**config.mk**
```make
export PLATFORM = sky130hd
export DESIGN_NAME = demux8_deserializer
export DESIGN_NICKNAME = d
export VERILOG_FILES = /design/src/rtl/demux8_deserializer.sv
export SDC_FILE = /design/constraint.sdc
export NUM_CORES = 1
export LEC_CHECK = 0
export ABC_AREA = 1
export BUFFER_PORTS_ARGS = -buffer_cell sky130_fd_sc_hd__buf_2
export CAP_MARGIN = 20
export CORE_AREA = 4 4 52 54
export DETAILED_ROUTE_END_ITERATION = 6
export DIE_AREA = 0 0 56 58
export PLACE_DENSITY = 0.81
export SYNTH_ARGS = -nofsm -noshare
export SYNTH_HDL_FRONTEND = slang
export SYNTH_SLANG_ARGS = --single-unit
```
**constraint.sdc**
```tcl
create_clock -name inClk -period 1.6 [get_ports inClk]
set_input_delay 0.32 -clock inClk [delete_from_list [all_inputs] [get_ports inClk]]
set_output_delay 0.32 -clock inClk [all_outputs]
set_load 0.01 [all_outputs]
```
**src/rtl/demux8_deserializer.sv**
```systemverilog
// Serial-to-parallel capture: routes each valid serial bit into one of eight
// shadow slots and presents the finished byte with a valid/ack handshake.
module demux8_deserializer #(
  parameter bit MSB_FIRST = 1'b0
) (
  input  logic       inClk,
  input  logic       inRst_n,
  input  logic       inStart,
  input  logic       inD,
  input  logic       inValid,
  input  logic       inAck,
  output logic [7:0] Y,
  output logic [2:0] outS,
  output logic       outValid,
  output logic       outBusy,
  output logic       outOverrun
);

  typedef enum logic [1:0] {
    ST_IDLE    = 2'd0,
    ST_COLLECT = 2'd1,
    ST_HOLD    = 2'd2
  } state_e;

  state_e     state_q, state_d;
  logic [2:0] slot_q, slot_d;
  logic [7:0] shadow_q, shadow_d;
  logic [7:0] y_q, y_d;
  logic       overrun_q, overrun_d;
  logic [2:0] bit_idx;

  // Demux select: slot counter mapped onto the shadow bit position.
  assign bit_idx = MSB_FIRST ? (3'd7 - slot_q) : slot_q;

  // NOTE: sequential state uses non-blocking assignments so every register
  // samples the pre-edge values; the shadow word is reset too, since a
  // partial frame must never leak into a later word.
  always_ff @(posedge inClk or negedge inRst_n) begin
    if (!inRst_n) begin
      state_q   <= ST_IDLE;
      slot_q    <= 3'd0;
      shadow_q  <= 8'h00;
      y_q       <= 8'h00;
      overrun_q <= 1'b0;
    end else begin
      state_q   <= state_d;
      slot_q    <= slot_d;
      shadow_q  <= shadow_d;
      y_q       <= y_d;
      overrun_q <= overrun_d;
    end
  end

  // NOTE: every signal gets a hold default first so no path infers a latch.
  always_comb begin
    state_d   = state_q;
    slot_d    = slot_q;
    shadow_d  = shadow_q;
    y_d       = y_q;
    overrun_d = overrun_q;

    unique case (state_q)
      ST_IDLE: begin
        if (inStart) begin
          state_d  = ST_COLLECT;
          slot_d   = 3'd0;
          shadow_d = 8'h00;
        end
      end

      ST_COLLECT: begin
        // A restart wins over any bit presented in the same cycle.
        if (inStart) begin
          slot_d   = 3'd0;
          shadow_d = 8'h00;
        end else if (inValid) begin
          shadow_d[bit_idx] = inD;
          if (slot_q == 3'd7) begin
            y_d     = shadow_d;
            slot_d  = 3'd0;
            state_d = ST_HOLD;
          end else begin
            slot_d = slot_q + 3'd1;
          end
        end
      end

      ST_HOLD: begin
        if (inAck) begin
          if (inStart) begin
            state_d  = ST_COLLECT;
            slot_d   = 3'd0;
            shadow_d = 8'h00;
          end else begin
            state_d = ST_IDLE;
          end
        end else if (inValid) begin
          overrun_d = 1'b1;
        end
      end

      default: begin
        state_d = ST_IDLE;
        slot_d  = 3'd0;
      end
    endcase
  end

  // Outputs come straight from registers; slot is 0 outside COLLECT.
  always_comb begin
    Y          = y_q;
    outS       = slot_q;
    outValid   = (state_q == ST_HOLD);
    outBusy    = (state_q == ST_COLLECT);
    outOverrun = overrun_q;
  end

endmodule

```
Yosys cells after proc, flatten, opt, wreduce, memory -nomap -nowiden
Cells that the tools add are included.
Storage, ports and cells
  input port bits: 6
  output and inout port bits: 14
  word-level logic and storage cells: 48
  flip-flop bits (word level): 22
Cells by class
  multiplexer cells: 21
  reductions and logical operators: 8
  eq/ne operators: 9
  $lt $le $gt $ge: 2
  add/subtract/negate cells: 1
  bitwise logic cells: 2
Operators with widths (count)
  8-bit 2-to-1 mux: 4
  8-bit case mux with 3 select lines: 1
  3-bit 2-to-1 mux: 5
  2-bit 2-to-1 mux: 5
  3-bit case mux with 3 select lines: 1
  8-bit bitwise mux: 1
  2-bit != test (second input constant): 4
  2-bit case mux with 3 select lines: 1
  3-bit AND reduction: 2
  5-bit AND reduction: 1
  3-bit by 4-bit less-than comparator with 1-bit output (second input constant): 1
  4-bit AND reduction: 1
  3-bit by 1-bit adder with 3-bit output (second input constant): 1
  1-bit demux with 3-bit select: 1
  3-bit equality test (second input constant): 1
  3-bit by 1-bit >= comparator with 1-bit output (second input constant): 1
  3-bit != test (second input constant): 1
  3-bit nonzero test: 1
  2-bit by 1-bit equality test with 1-bit output (second input constant): 1
  2-bit equality test (second input constant): 1
  2-bit zero test: 1
  1-bit 2-to-1 mux: 2
  2-bit by 1-bit != test with 1-bit output (second input constant): 1
  1-bit NOT: 2
  2 further kinds: 2

Longest topological paths before layout
  depth after elaboration: 8
  depth in mapped cells: 8
  depth with buffers taken out: 8

Least setup slack after synthesis
OpenSTA, ideal clock, no wires.
  path type: register to register
  start: register slot_q[0], in the netlist outS[0]
  end: register y_q[0], in the netlist Y[0]
  data required time: 1.483 ns
  buffers on the path: 0
  cell stages (with the launch flop): 9
  path slack: 0.247 ns
  arrival: 1.236 ns
  clock period less this slack: 1.353 ns
  cells stage by stage: dfrtp_1 -> ha_1 -> ha_1 -> nand2_1 -> inv_1 -> nand2_2 -> clkinv_1 -> nand2_1 -> nand2_1
Between the ends
  cells in the longest elaborated chain, start to end: 5
  elaborated cells between the ends (all ways): 8
  classes of those cells: order compare: 2; eq/ne: 1; mux: 3; reduce/logical: 2
Ends and longest elaborated chain
  start: declaration: RTL line 26  | logic [2:0] slot_q, slot_d;
  start signal: assignment: RTL line 47  | slot_q <= slot_d;
  3-bit by 4-bit less-than comparator with 1-bit output (not written as such) / 3-bit by 1-bit >= comparator with 1-bit output (equally long branches): RTL line 77  | shadow_d[bit_idx] = inD;
  1-bit logical AND (not written as such): RTL line 77
  1-bit 2-to-1 mux (not written as such): RTL line 77
  1-bit demux with 3-bit select: RTL line 77
  8-bit bitwise mux: RTL line 77
  end signal: assignment: RTL line 49  | y_q <= y_d;
  end: declaration: RTL line 28  | logic [7:0] y_q, y_d;
Parallel ways exist; a longest one is shown, timed or not.
A chain may end at the register's enable or synchronous reset.

Worst setup path after layout
  start: register state_q[0]
  end: output port outValid
Between the ends
  cells in the longest elaborated chain, start to end: 1
Ends and longest elaborated chain
  start: declaration: RTL line 25  | state_e state_q, state_d;
  start signal: assignment: RTL line 46  | state_q <= state_d;
  2-bit equality test: RTL line 113  | outValid = (state_q == ST_HOLD);
  end: declaration: RTL line 14  | output logic outValid,
Every way passes these cells.

==> flow_summary.ini <==
[status]
status = finished, final reports clean

[critical_path]
path_max_fanout = 5
startpoint = state_q[0]$_DFFE_PN0P_
path_class = reg2out
path_cells = inv_2 -> nand2_1 -> inv_1 -> buf_2
slowest_delay_ps = 420
cp_data_arrival_time_ps = 1100
worstPathRequired_ps = 1280
cp_slowest_cell = dfrtp_1
start_kind = flip-flop
end_kind = output pin
path_buf_inv = 3
crit_family = flip-flops
timing.rr.start = outS[0]$_DFFE_PN0P_

[timing]
finClkSkew_ps = 3.78
final-setup-viol-count = 0
maxSlewViolCount = 0
worst_pin_slew_ps = 487
period_needed_ps = 1420
fin_crit_sh = 0.886
max_freq_mhz = 705
slew-limit-headroom = 0.675
finalHoldViolCount = 0
rsz0062_at_grt = false
setup_tns_ps = 0

[logic_synthesis]
synth_compound_area_frac = 0.0368
synth_top_family_by_area = simple AND/OR/NAND/NOR gates
synth_top_cell_by_area = dfrtp_1
syn_area_mm2 = 0.00115
synth_warnings = 0
synth-simple-area-share = 0.387
synth_area_leaders = dfrtp_1 (48%), nand2_1 (22%), nand3_1 (7.8%), nand4_1 (3.3%), inv_1 (2.3%)
muxShareOfSynthArea = 0
yosysMostFrequentCell = nand2_1
ys_ff_latch = 22
netlist-cell-type-count = 20
synth_fa_ha_area_frac = 0.0217
ys.flop_type = dfrtp_1
async_flop_share = 1.00
synth_cells = 149
synthXorXnorAreaFrac = 0
synth_nets = 157
ys_seq_area_frac = 0.477
synthTopCellsByCount = nand2_1 (67), dfrtp_1 (22), nand3_1 (18), inv_1 (7), nand4_1 (6)
synth_top_area_frac = 0.477
synth_area_per_cell_um2 = 7.75
synth_edf_count = 0

[drt]
ant_nets = 0
remaining_drc_errors = 0
postRouteWirelength_mm = 2.39
dr_total_vias = 1041
routedWlPerCell_um = 11.9
dr_wl_met2_mm = 1.15
top_layer = met4
viasPerCell = 5.21
drt-met1-wl_mm = 1.04
drtIter0Drc = 60
dr.pass1.iters = 5
dr_wl_met3_um = 178

[pwr]
p_leak_uw = 0.000779
power.density_mw_per_mm2 = 823
max-vdd-ir-drop_mv = 0.637

[clock_tree]
cts_made_buffers = 3
cts_tree = built
path_clk_slew_ps = 120
clockBufferDepth = 2
clock-sinks = 22
clockRootBuffer = clkbuf_4
post_cts_buffers = 0
cts_max_level = 1
clk_latency_ps = 300

[global_routing]
track_usage = 0.159
grt_overflow = 0
grt_pass1_wl_mm = 4.20
grt_pass1_vias = 963
antenna_found_initial = 0
grt_max_degree = 23

[placement]
io_buffers = 19
detailed_place_hpwl_mm = 1.78
placed_cell_area_mm2 = 0.00128
gp_congestion = 0.837

[flow_run]
cap_violations = 0

[worst_hold_path]
worstHoldStart = inValid
worstHoldPathType = in2reg

[layout]
nNetsFinal = 181
post-route-util = 0.600
stdcell_area_mm2 = 0.00133
nFillCells = 206
drive_gt1_frac = 0.227
area_delta_synth_final_pct = 15.0
seq_area_um2 = 551
n_antenna_cell = 0
multi_input_area_um2 = 514

[floorplanning]
io_pins = 20
die_x_um = 56
chipHeight_um = 58
start_util = 0.522
core.rowCount = 17
fp.coreArea_mm2 = 0.00221
design.die.area_mm2 = 0.00325
-- cells in the final DEF, fill, tap and decap left out, drive strengths merged --
cell type    netlist  routed
a31o               1       1
buf                5      24
clkbuf             1       4
clkinv             1       1
dfrtp             22      22
dlygate4sd3        0       1
ha                 2       2
inv               12      12
nand2             69      69
nand3             20      20
nand4              6       6
nor2               3       3
nor3               1       1
o21ai              6       6
-- flip-flops by register name, indices dropped and copies added (netlist names) --
register and count:
outS 3, Y 8, shadow_q 8, state_q 2, outOverrun 1
-- power by group --
group,leakage [uW],internal [uW],total (uW),switching (uW)
combinational,0.000460,67.7,203,135
sequential,0.000299,578,592,14.1
clock,0.0000210,139,297,159
-- per-stage QoR --
| stage | total power (uW) | setup WS (ps) | cells | hold WS, ps |
|---|---|---|---|---|
| 6_report | 1090 | 182 | 200 | 300 |
| 5_1_grt | 1160 | 95.6 | 200 | 285 |
| 4_1_cts | 1100 | 166 | 200 | 299 |
| 3_5_place_dp | 800 | 226 | 195 | 312 |
| 3_3_place_gp | 794 | 276 | 195 | 305 |
| 2_1_floorplan | 734 | 247 | 149 | 24.4 |
-- cell type report --
type	instances	share of cell area
Sequential cell	22	0.415
Multi-Input combinational cell	108	0.387
Timing Repair Buffer	25	0.107
Inverter	13	0.0368
Clock buffer	4	0.0273
Tap cell	28	0.0264
-- routing by layer --
layer | vias up | track usage
met3 | 2 | 0.0245
met1 | 474 | 0.215
met2 | 41 | 0.267
li1 | 524 | -
met5 | - | 0
met4 | 0 | 0.0407
-- worst paths after layout --
| check | to | slack [ps] | cells after the start |
|---|---|---|---|
| min in group asynchronous | shadow_q[5]$_DFFE_PN0P_ | 500 | 2 |
| setup reg to reg | Y[6]$_DFFE_PN0P_ | 210 | 8 |
| max in group asynchronous | Y[2]$_DFFE_PN0P_ | 770 | 2 |
| setup / recovery | outValid | 180 | 4 |
| hold reg to reg | Y[5]$_DFFE_PN0P_ | 490 | 2 |
| hold / removal | outOverrun$_DFFE_PN0P_ | 300 | 2 |
-- logic make-up after synthesis --
kind of cell | Yosys count
buf+inv | 19
simple gates | 99
flops | 22
fa+ha+maj | 2
compound gates | 7
-- what timing repair did --
| item | in CTS | in global routing |
|---|---|---|
| resized for setup | 0 | 0 |
| hold buffers | 1 | 0 |
| endpoints found under the hold margin | 22 | 0 |
(Power assumes the default switching activity.)
